===== config.mk =====
export PLATFORM = sky130hd
export DESIGN_NAME = siggen_trig_sequencer
export DESIGN_NICKNAME = d
export VERILOG_FILES = /design/src/rtl/siggen_pkg.sv /design/src/rtl/phase_timer.sv /design/src/rtl/siggen_trig_sequencer.sv
export SDC_FILE = /design/constraint.sdc
export NUM_CORES = 1
export LEC_CHECK = 0
export CAP_MARGIN = 20
export CORE_MARGIN = 4
export CORE_UTILIZATION = 48
export DETAILED_ROUTE_END_ITERATION = 16
export GPL_TIMING_DRIVEN = 1
export PLACE_DENSITY = 0.79
export RECOVER_POWER = 100
export SLEW_MARGIN = 20
export SYNTH_ARGS = -nofsm -noshare
export SYNTH_HDL_FRONTEND = slang
export SYNTH_SLANG_ARGS = --single-unit

===== constraint.sdc =====
create_clock -name clki -period 5 [get_ports clki]
set_clock_uncertainty 0.1 [all_clocks]
set_input_delay 1.25 -clock clki [delete_from_list [all_inputs] [get_ports clki]]
set_output_delay 1.25 -clock clki [all_outputs]
set_load 0.02 [all_outputs]

===== src/rtl/siggen_pkg.sv =====
// Shared definitions for the signal-generator trigger sequencer:
// FSM state encoding and host control-wire bit positions.
package siggen_pkg;

    typedef enum logic [2:0] {
        ST_IDLE = 3'd0,
        ST_HIGH = 3'd1,
        ST_LOW  = 3'd2,
        ST_GAP  = 3'd3,
        ST_DONE = 3'd4
    } state_t;

    // Bit positions inside the 32-bit host control wire
    localparam int CTRL_START = 0;
    localparam int CTRL_ABORT = 1;

endpackage


===== src/rtl/phase_timer.sv =====
// Reusable phase timer: load restarts the count, count advances while
// enabled, expire flags the last cycle of a phase of length lim (lim >= 1).
// The count saturates at lim-1 and never wraps.
module phase_timer #(
    parameter int W = 32
) (
    input  logic         clki,
    input  logic         rstn,
    input  logic         load,
    input  logic         en,
    input  logic [W-1:0] lim,
    output logic         expire
);

    logic [W-1:0] cnt;

    assign expire = en && (cnt == (lim - W'(1)));

    // Phase cycle counter: cleared on load, held once the phase has expired
    always_ff @(posedge clki or negedge rstn) begin
        if (!rstn) begin
            cnt <= '0;
        end else if (load) begin
            cnt <= '0;
        end else if (en && !expire) begin
            cnt <= cnt + W'(1);
        end
    end

endmodule


===== src/rtl/siggen_trig_sequencer.sv =====
// Trigger sequencer for the signal generator: on a host start edge it
// latches the configuration and emits bursts of square trigger pulses
// separated by gaps, reporting completion or abort with one-cycle pulses.
module siggen_trig_sequencer
    import siggen_pkg::*;
#(
    parameter int CNT_W = 32,
    parameter int NUM_W = 16
) (
    input  logic             clki,
    input  logic             rstn,
    input  logic [31:0]      ep_ctrl,
    input  logic [CNT_W-1:0] cfg_half,
    input  logic [NUM_W-1:0] cfg_pulses,
    input  logic [CNT_W-1:0] cfg_gap,
    input  logic [NUM_W-1:0] cfg_bursts,
    output logic             trig_out,
    output logic             busy,
    output logic             done,
    output logic             aborted,
    output logic [NUM_W-1:0] pulse_cnt,
    output logic [NUM_W-1:0] burst_cnt
);

    typedef struct packed {
        logic [CNT_W-1:0] half;
        logic [CNT_W-1:0] gap;
        logic [NUM_W-1:0] pulses;
        logic [NUM_W-1:0] bursts;
    } shadow_t;

    state_t     state, state_nxt;
    shadow_t    shd;

    logic       start_lvl, abort_lvl;
    logic       start_prev, start_arm;
    logic       start_ev, abort_ev, go, zero_run;
    logic       tmr_en, tmr_load, tmr_expire;
    logic [CNT_W-1:0] tmr_lim;
    logic       pulse_inc, burst_inc, pulse_clr;
    logic [NUM_W-1:0] pulse_nxt, burst_nxt;
    logic [29:0] unused_ctrl;

    assign start_lvl   = ep_ctrl[CTRL_START];
    assign abort_lvl   = ep_ctrl[CTRL_ABORT];
    assign unused_ctrl = ep_ctrl[31:2];

    // start_arm stays low after reset until the start bit has been seen low,
    // so a level held through reset cannot launch a run.
    assign start_ev = start_lvl && !start_prev && start_arm && !abort_lvl;
    assign abort_ev = abort_lvl && (state != ST_IDLE);
    assign go       = start_ev && (state == ST_IDLE);
    assign zero_run = (cfg_pulses == '0) || (cfg_bursts == '0);

    assign pulse_nxt = pulse_cnt + NUM_W'(1);
    assign burst_nxt = burst_cnt + NUM_W'(1);

    // One timer serves all timed phases; every phase exit is an expire,
    // so reloading on expire restarts it for the following phase.
    assign tmr_en   = (state == ST_HIGH) || (state == ST_LOW) || (state == ST_GAP);
    assign tmr_load = !tmr_en || tmr_expire || abort_ev;
    assign tmr_lim  = (state == ST_GAP) ? shd.gap : shd.half;

    phase_timer #(.W(CNT_W)) u_timer (
        .clki   (clki),
        .rstn   (rstn),
        .load   (tmr_load),
        .en     (tmr_en),
        .lim    (tmr_lim),
        .expire (tmr_expire)
    );

    // Start-edge detector and post-reset arming
    always_ff @(posedge clki or negedge rstn) begin
        if (!rstn) begin
            start_prev <= 1'b0;
            start_arm  <= 1'b0;
        end else begin
            start_prev <= start_lvl;
            if (!start_lvl) start_arm <= 1'b1;
        end
    end

    // State register
    always_ff @(posedge clki or negedge rstn) begin
        if (!rstn) state <= ST_IDLE;
        else       state <= state_nxt;
    end

    // Next-state and counter-update decode; abort overrides everything
    always_comb begin
        state_nxt = state;
        pulse_inc = 1'b0;
        burst_inc = 1'b0;
        pulse_clr = 1'b0;
        case (state)
            ST_IDLE: begin
                if (go) state_nxt = zero_run ? ST_DONE : ST_HIGH;
            end
            ST_HIGH: begin
                if (tmr_expire) state_nxt = ST_LOW;
            end
            ST_LOW: begin
                if (tmr_expire) begin
                    pulse_inc = 1'b1;
                    if (pulse_nxt != shd.pulses) begin
                        state_nxt = ST_HIGH;
                    end else begin
                        burst_inc = 1'b1;
                        if (burst_nxt == shd.bursts) begin
                            state_nxt = ST_DONE;
                        end else if (shd.gap != '0) begin
                            state_nxt = ST_GAP;
                        end else begin
                            state_nxt = ST_HIGH;
                            pulse_clr = 1'b1;
                        end
                    end
                end
            end
            ST_GAP: begin
                if (tmr_expire) begin
                    state_nxt = ST_HIGH;
                    pulse_clr = 1'b1;
                end
            end
            ST_DONE: state_nxt = ST_IDLE;
            default: state_nxt = ST_IDLE;
        endcase
        if (abort_ev) begin
            state_nxt = ST_IDLE;
            pulse_inc = 1'b0;
            burst_inc = 1'b0;
            pulse_clr = 1'b0;
        end
    end

    // Shadow configuration, captured only on an accepted start
    always_ff @(posedge clki or negedge rstn) begin
        if (!rstn) begin
            shd <= '0;
        end else if (go) begin
            shd.half   <= (cfg_half == '0) ? CNT_W'(1) : cfg_half;
            shd.gap    <= cfg_gap;
            shd.pulses <= cfg_pulses;
            shd.bursts <= cfg_bursts;
        end
    end

    // Pulse and burst progress counters; they hold after DONE or abort
    always_ff @(posedge clki or negedge rstn) begin
        if (!rstn) begin
            pulse_cnt <= '0;
            burst_cnt <= '0;
        end else if (go) begin
            pulse_cnt <= '0;
            burst_cnt <= '0;
        end else begin
            if (pulse_clr)      pulse_cnt <= '0;
            else if (pulse_inc) pulse_cnt <= pulse_nxt;
            if (burst_inc)      burst_cnt <= burst_nxt;
        end
    end

    // Registered trigger and abort strobe, decoded from the next state
    always_ff @(posedge clki or negedge rstn) begin
        if (!rstn) begin
            trig_out <= 1'b0;
            aborted  <= 1'b0;
        end else begin
            trig_out <= (state_nxt == ST_HIGH);
            aborted  <= abort_ev;
        end
    end

    assign busy = (state != ST_IDLE);
    assign done = (state == ST_DONE);

endmodule


Yosys cells after proc, flatten, opt, wreduce, memory -nomap -nowiden
Index checks and enable logic that the tools add are counted.
- flip-flop bits (word level): 167
- output and inout bits: 36
- word-level logic and storage cells: 81
- reduce and logical (&&, ||, !) cells: 25
- equal/unequal tests: 8
- $add $sub $neg: 4
- muxes and demuxes: 32
- operators by type and width (kind ; number):
    $mux 32 ; 4
    $mux 16 ; 5
    $add 16x1->16 const B ; 2
    $add 32x1->32 const B ; 1
    $eq 32x32->1 ; 1
    $logic_not 16->1 ; 2
    $logic_not 32->1 ; 1
    $reduce_bool 32->1 ; 1
    $sub 32x1->32 const B ; 1
    $mux 3 ; 8
    $eq 16x16->1 ; 1
    $ne 16x16->1 ; 1
    $mux 1 ; 12
    $pmux 3 s4 ; 1
    $logic_and 1x1->1 ; 7
    $eq 3x1->1 const B ; 2
    $eq 3x2->1 const B ; 2
    $reduce_bool 3->1 ; 2
    $logic_or 1x1->1 ; 5
    $logic_not 1->1 ; 4
    $reduce_bool 2->1 ; 2
    $eq 3x3->1 const B ; 1
    $logic_not 3->1 ; 1
    $mux 2 ; 1
    $pmux 1 s2 ; 1

Depth between registers and ports, before layout
- depth after elaboration: 11
- mapped depth: 20
- depth with buffers taken out: 13

Modules after synthesis
A second synthesis with hierarchy kept.
- cells, all modules: 1237
- area total of the unflattened synthesis: 10263.6 um^2
- modules (own cells, without submodules) (module ; cells each ; sequential area each (um^2) ; instances ; area each (um^2)):
    siggen_trig_sequencer ; 874 ; 3378.2 ; 1 ; 7313.3
    phase_timer ; 363 ; 800.8 ; 1 ; 2950.3

Worst setup path before layout
Ideal clock, no wire load.
- kind: reg-to-reg
- start point: reg state[2]
- end point: reg pulse_cnt[6]
- buffers on the path: 7
- path slack: 0.388 ns
- data required time: 4.763 ns
- stages on the path, launching flop included: 21
- library setup time: 0.137 ns
- arrival time: 4.375 ns
- cells stage by stage: dfrtp_1 > and3b_1 > buf_4 > buf_6 > buf_2 > buf_2 > mux2i_1 > ha_1 > nor3b_1 > nand4_1 > a22oi_4 > and4_1 > o2111ai_1 > nor4_1 > and4_1 > buf_4 > a31oi_1 > buf_2 > buf_2 > a22oi_1 > o31ai_1
- longest elaborated chain between the ends: 10
- elaborated cells between the ends (all ways): 22
- RTL lines (item ; line ; source):
    start: declaration ; siggen_trig_sequencer.sv:32 ; state_t state, state_nxt;
    start signal: assignment ; siggen_trig_sequencer.sv:87 ; else state <= state_nxt;
    $eq 3x2->1 ; siggen_trig_sequencer.sv:60, siggen_trig_sequencer.sv:62, siggen_trig_sequencer.sv:96 ;
    $mux 32 ; siggen_trig_sequencer.sv:62 ; assign tmr_lim = (state == ST_GAP) ? shd.gap : shd.half;
    $sub 32x1->32 ; phase_timer.sv:17 ; assign expire = en && (cnt == (lim - W'(1)));
    $eq 32x32->1 ; phase_timer.sv:17 ;
    $logic_and 1x1->1 ; phase_timer.sv:17 ;
    $mux 1, on equally long branches ; siggen_trig_sequencer.sv:104, siggen_trig_sequencer.sv:122 ;
    $pmux 1 s2 ; siggen_trig_sequencer.sv:96 ; case (state)
    $mux 1 ; siggen_trig_sequencer.sv:130 ; if (abort_ev) begin
    $mux 16 ; siggen_trig_sequencer.sv:159 ; if (pulse_clr) pulse_cnt <= '0;
    $mux 16 ; siggen_trig_sequencer.sv:155 ; end else if (go) begin
    end signal: assignment ; siggen_trig_sequencer.sv:160 ; else if (pulse_inc) pulse_cnt <= pulse_nxt;
    end: declaration ; siggen_trig_sequencer.sv:21 ; output logic [NUM_W-1:0] pulse_cnt,
Several ways; a longest one is shown, not always the timed one.
A chain may end at the register's enable or synchronous reset.

Final worst setup path
- start point: reg state[0]
- end point: reg pulse_cnt[0]
Same word-level chain as after synthesis.

==> run_summary.xml <==
<?xml version="1.0" encoding="UTF-8"?>
<metrics>
  <group name="global_route">
    <metric name="grt_overflow_total" unit="">0</metric>
    <metric name="grt_first_pass_wirelength" unit="mm">47.3</metric>
    <metric name="grt_antenna_before_repair" unit="">0</metric>
    <metric name="grt_start_max_net_pins" unit="">86</metric>
    <metric name="grt.total_usage" unit="">0.224</metric>
    <metric name="first_global_vias" unit="">9379</metric>
  </group>
  <group name="synth">
    <metric name="postSynthNetCount" unit="">1424</metric>
    <metric name="ys_ff_latch" unit="">167</metric>
    <metric name="syn_inst" unit="">1290</metric>
    <metric name="netlist-cell-type-count" unit="">86</metric>
    <metric name="synth_area_per_cell" unit="µm²">8.48</metric>
    <metric name="synth-edff-count" unit="">0</metric>
    <metric name="synth-seq-area-share" unit="">0.382</metric>
    <metric name="synth_async_sr_flop_share" unit="">1.00</metric>
    <metric name="cell_area_after_synthesis" unit="µm²">10900</metric>
    <metric name="synth_flop_cell" unit="">sky130_fd_sc_hd__dfrtp_1</metric>
    <metric name="ys_warn_count" unit="">0</metric>
  </group>
  <group name="floorplan">
    <metric name="width_of_the_die" unit="µm">159</metric>
    <metric name="io_pins" unit="">166</metric>
    <metric name="die_y" unit="µm">159</metric>
    <metric name="coreArea" unit="µm²">22100</metric>
    <metric name="area_enclosed_by_the_die_boundary" unit="µm²">25300</metric>
    <metric name="starting_utilization_of_the_core_area" unit="">0.495</metric>
    <metric name="number_of_placement_rows" unit="">54</metric>
  </group>
  <group name="critical_path">
    <metric name="worstSetupPathDepth" unit="">14</metric>
    <metric name="crit_path_start_kind" unit="">flop</metric>
    <metric name="timing.critical_path.required" unit="ns">5.27</metric>
    <metric name="r2r_cells" unit="">14</metric>
    <metric name="path_cells" unit="">and3b_2 &gt; mux2i_1 &gt; ha_1 &gt; nor3b_1 &gt; buf_4 &gt; mux2i_1 &gt; mux4_2 &gt; nand2_1 &gt; nor4b_1 &gt; and4_1 &gt; buf_4 &gt; nand2_1 &gt; or4b_1 &gt; nand3_1</metric>
    <metric name="end_of_the_critical_path" unit="">pulse_cnt[0]$_DFFE_PN0P_</metric>
    <metric name="critical-path-top-delay-family" unit="">simple AND/OR/NAND/NOR gates</metric>
    <metric name="worstPathBufferInverterCount" unit="">2</metric>
    <metric name="timing.critical_path.to_type" unit="">flop</metric>
    <metric name="r2r-start" unit="">state[0]$_DFF_PN0_</metric>
    <metric name="critical-path-slowest-cell" unit="">sky130_fd_sc_hd__dfrtp_1</metric>
    <metric name="worst_setup_path_startpoint" unit="">state[0]$_DFF_PN0_</metric>
    <metric name="reg2reg_to" unit="">pulse_cnt[0]$_DFFE_PN0P_</metric>
    <metric name="path_class" unit="">flop to flop</metric>
    <metric name="arrival" unit="ns">4.77</metric>
    <metric name="critical_path_peak_fanout" unit="">11</metric>
    <metric name="timing.reg2reg.setup_slack" unit="ns">0.51</metric>
    <metric name="critical-path-max-stage-delay" unit="ns">0.53</metric>
  </group>
  <group name="routing">
    <metric name="drc_viols" unit="">0</metric>
    <metric name="via_per_inst" unit="">5.86</metric>
    <metric name="postRouteWirelength" unit="mm">29.1</metric>
    <metric name="dr.pass1.iters" unit="">5</metric>
    <metric name="route.vias.total" unit="">9848</metric>
    <metric name="detailedRoute.firstIterationViolations" unit="">1043</metric>
    <metric name="post_drt_wl_per_cell" unit="µm">17.3</metric>
    <metric name="postRouteAntennaNets" unit="">0</metric>
  </group>
  <group name="pwr">
    <metric name="cellLeakagePower" unit="nW">5.48</metric>
    <metric name="vdd_ir_drop_max" unit="mV">0.228</metric>
    <metric name="cellPowerDensity" unit="nW/µm²">439</metric>
  </group>
  <group name="sta">
    <metric name="final.period_utilization" unit="">0.899</metric>
    <metric name="rsz_0062_raised_after_global_routing" unit="">no</metric>
    <metric name="timing.final.hold_violations" unit="">0</metric>
    <metric name="achievable-frequency" unit="MHz">223</metric>
    <metric name="timing.max_slew.rel_slack" unit="">-0.423</metric>
    <metric name="period_needed" unit="ns">4.49</metric>
    <metric name="max_slew.worst_pin.slew" unit="ns">2.13</metric>
    <metric name="setup_violations" unit="">0</metric>
    <metric name="drv_slew" unit="">85</metric>
    <metric name="fin_setup_tns" unit="ns">0</metric>
  </group>
  <group name="clock_network">
    <metric name="tritoncts" unit="">yes</metric>
    <metric name="clk_root_buffer_cell" unit="">sky130_fd_sc_hd__clkbuf_16</metric>
    <metric name="ctsHoldBuffers" unit="">0</metric>
    <metric name="clock_insertion_delay_worst_skew" unit="ns">0.43</metric>
    <metric name="post_cts.resized_instances" unit="">0</metric>
    <metric name="h-tree-depth" unit="">4</metric>
    <metric name="post-cts-setup-buffers" unit="">0</metric>
    <metric name="cts.clk_slew.worst_paths" unit="ns">0.07</metric>
    <metric name="cts_inserted_buffers" unit="">17</metric>
    <metric name="cts_max_path_buffers" unit="">2</metric>
    <metric name="cts.sinks" unit="">167</metric>
  </group>
  <group name="final_layout">
    <metric name="antenna_cells" unit="">0</metric>
    <metric name="area_growth_syn_to_layout" unit="%">18.2</metric>
    <metric name="final_net_count" unit="">1522</metric>
    <metric name="design_area" unit="µm²">12900</metric>
    <metric name="drive_gt1_frac" unit="">0.0678</metric>
  </group>
  <group name="placed_design">
    <metric name="dp_wirelength" unit="mm">21.3</metric>
    <metric name="place.port_buffers" unit="">135</metric>
    <metric name="gpl.final_weighted_congestion" unit="">0.897</metric>
    <metric name="post_dp_cell_area" unit="µm²">12400</metric>
  </group>
  <group name="run">
    <metric name="maxCapViolCount" unit="">1</metric>
  </group>
  <group name="status">
    <metric name="status" unit="">finished with violations</metric>
    <metric name="failed_checks" unit="">max-capacitance violations, max-slew violations</metric>
  </group>
  <group name="min_path">
    <metric name="timing.hold.worst.class" unit="">flop to flop</metric>
  </group>
</metrics>
==> cell usage in the layout, fill, tap and decap left out, types with 5 or more instances in the layout <==
cell type,instances
sky130_fd_sc_hd__buf_4,8
sky130_fd_sc_hd__nor4_1,35
sky130_fd_sc_hd__a211oi_1,6
sky130_fd_sc_hd__or4_1,9
sky130_fd_sc_hd__inv_1,14
sky130_fd_sc_hd__a31oi_1,13
sky130_fd_sc_hd__nand2_1,349
sky130_fd_sc_hd__nand2b_1,10
sky130_fd_sc_hd__mux2i_1,32
sky130_fd_sc_hd__nor2_1,65
sky130_fd_sc_hd__nor3b_1,6
sky130_fd_sc_hd__nand4b_1,5
sky130_fd_sc_hd__a21oi_1,22
sky130_fd_sc_hd__xnor2_1,61
sky130_fd_sc_hd__and2_1,12
sky130_fd_sc_hd__dlygate4sd3_1,38
sky130_fd_sc_hd__o31ai_1,11
sky130_fd_sc_hd__clkdlybuf4s50_1,96
sky130_fd_sc_hd__or2_2,8
sky130_fd_sc_hd__or3_1,22
sky130_fd_sc_hd__and3_1,21
sky130_fd_sc_hd__nor3_1,43
sky130_fd_sc_hd__nand4_1,27
sky130_fd_sc_hd__clkbuf_16,17
sky130_fd_sc_hd__o21ai_0,25
sky130_fd_sc_hd__nor4b_1,6
sky130_fd_sc_hd__nor2b_1,12
sky130_fd_sc_hd__a22oi_1,5
sky130_fd_sc_hd__a21o_1,12
sky130_fd_sc_hd__and4_1,9
sky130_fd_sc_hd__xor2_1,53
sky130_fd_sc_hd__dfrtp_1,167
sky130_fd_sc_hd__nor2_4,16
sky130_fd_sc_hd__nand3_1,53
==> where the power goes <==
group | internal (W) | leakage [nW] | switching, W
logic | 0.000903 | 3.03 | 0.00114
clock network | 0.000803 | 0.297 | 0.000572
registers | 0.00173 | 2.16 | 0.000525
total | 0.00344 | 5.48 | 0.00224
==> metrics by stage <==
stage,util,hold slack [ns],instances,setup WS (ns),power (W)
floorplan,-,0.326,1290,0.388,0.00364
global route,0.585,0.382,1681,0.185,0.00604
global placement,0.563,0.342,1649,0.634,0.00421
CTS,0.591,0.362,1681,0.478,0.00569
finish,0.585,0.361,1681,0.506,0.00568
detailed placement,0.563,0.346,1649,0.495,0.00430
==> cells by family after synthesis <==
kind of cell / synth area share
DFF: 0.382
xor gates and xnor gates: 0.0913
and+or+nand+nor: 0.352
muxes: 0.0326
AOI/OAI and AO/OA: 0.101
buffers and inverters: 0.0369
adders and majority gates: 0.00457
==> metal layers <==
layer,vias up,GRT usage,wire (µm)
met5,-,0,0
met4,0,0.0623,563
met3,47,0.0347,1850
met2,373,0.359,13600
met1,4694,0.318,13100
li1,4734,-,-
==> worst reg2reg max path: stages (launching register included) <==
cell and delay, ns:
sky130_fd_sc_hd__dfrtp_1 0.53, sky130_fd_sc_hd__and3b_2 0.35, sky130_fd_sc_hd__mux2i_1 0.31, sky130_fd_sc_hd__ha_1 0.27
sky130_fd_sc_hd__nor3b_1 0.32, sky130_fd_sc_hd__buf_4 0.21, sky130_fd_sc_hd__mux2i_1 0.09, sky130_fd_sc_hd__mux4_2 0.48
sky130_fd_sc_hd__nand2_1 0.13, sky130_fd_sc_hd__nor4b_1 0.30, sky130_fd_sc_hd__and4_1 0.30, sky130_fd_sc_hd__buf_4 0.21
sky130_fd_sc_hd__nand2_1 0.23, sky130_fd_sc_hd__or4b_1 0.52, sky130_fd_sc_hd__nand3_1 0.09
==> state kept, by name (all words and copies together), names as in the netlist <==
name         count
shd             96
u_timer.cnt     32
burst_cnt       16
pulse_cnt       16
state            3
aborted          1
start_arm        1
start_prev       1
trig_out         1
==> how the worst min path moves through the flow <==
stage	startpoint	endpoint	slack [ns]	depth (start not counted)
global placement	start_arm$_DFFE_PN0N_	start_arm$_DFFE_PN0N_	0.34	1
finish	start_arm$_DFFE_PN0N_	start_arm$_DFFE_PN0N_	0.36	1
floorplan	start_arm$_DFFE_PN0N_	start_arm$_DFFE_PN0N_	0.33	1
global route	start_arm$_DFFE_PN0N_	start_arm$_DFFE_PN0N_	0.38	1
detailed placement	start_arm$_DFFE_PN0N_	start_arm$_DFFE_PN0N_	0.35	1
CTS	start_arm$_DFFE_PN0N_	start_arm$_DFFE_PN0N_	0.36	1
==> cell type report <==
type,instances,area (µm²)
Fill cell,1932,9160
Multi-Input combinational cell,1038,6270
Sequential cell,167,4180
Timing Repair Buffer,149,1470
Clock buffer,18,439
Tap cell,280,350
Clock inverter,14,173
Inverter,15,57.6
==> cells in the mapped netlist, types with 4 or more instances <==
master	instances	area share
sky130_fd_sc_hd__nand2b_1	11	0.0063
sky130_fd_sc_hd__nor3b_1	6	0.0041
sky130_fd_sc_hd__o21ai_0	25	0.011
sky130_fd_sc_hd__nand4_1	27	0.015
sky130_fd_sc_hd__or2_2	8	0.0046
sky130_fd_sc_hd__or4_1	9	0.0062
sky130_fd_sc_hd__nor2b_1	12	0.0069
sky130_fd_sc_hd__o22ai_1	4	0.0023
sky130_fd_sc_hd__a31oi_1	13	0.0074
sky130_fd_sc_hd__a21o_1	12	0.0082
sky130_fd_sc_hd__o21a_1	4	0.0027
sky130_fd_sc_hd__buf_1	4	0.0014
sky130_fd_sc_hd__nand2_1	348	0.12
sky130_fd_sc_hd__a211oi_1	6	0.0041
sky130_fd_sc_hd__clkbuf_1	51	0.017
sky130_fd_sc_hd__inv_1	15	0.0051
sky130_fd_sc_hd__and2_1	12	0.0069
sky130_fd_sc_hd__o31ai_1	11	0.0075
sky130_fd_sc_hd__or4_4	4	0.0041
sky130_fd_sc_hd__nand3_1	53	0.024
sky130_fd_sc_hd__nand3b_1	4	0.0027
sky130_fd_sc_hd__mux2i_1	32	0.029
sky130_fd_sc_hd__and4_1	9	0.0072
sky130_fd_sc_hd__xor2_1	53	0.042
sky130_fd_sc_hd__a22o_1	4	0.0032
sky130_fd_sc_hd__ha_1	4	0.0046
sky130_fd_sc_hd__or3_1	22	0.013
sky130_fd_sc_hd__a21oi_1	22	0.010
sky130_fd_sc_hd__dfrtp_1	167	0.38
sky130_fd_sc_hd__and3_1	21	0.012
sky130_fd_sc_hd__nor3_1	43	0.020
sky130_fd_sc_hd__nor4_1	35	0.020
sky130_fd_sc_hd__nor4b_1	6	0.0048
sky130_fd_sc_hd__nor2_1	51	0.017
sky130_fd_sc_hd__nor2_4	28	0.029
sky130_fd_sc_hd__nand4b_1	5	0.0040
sky130_fd_sc_hd__a22oi_1	5	0.0034
sky130_fd_sc_hd__o311ai_0	4	0.0032
sky130_fd_sc_hd__xnor2_1	61	0.049
sky130_fd_sc_hd__buf_2	6	0.0027
(Power assumes the default switching activity.)
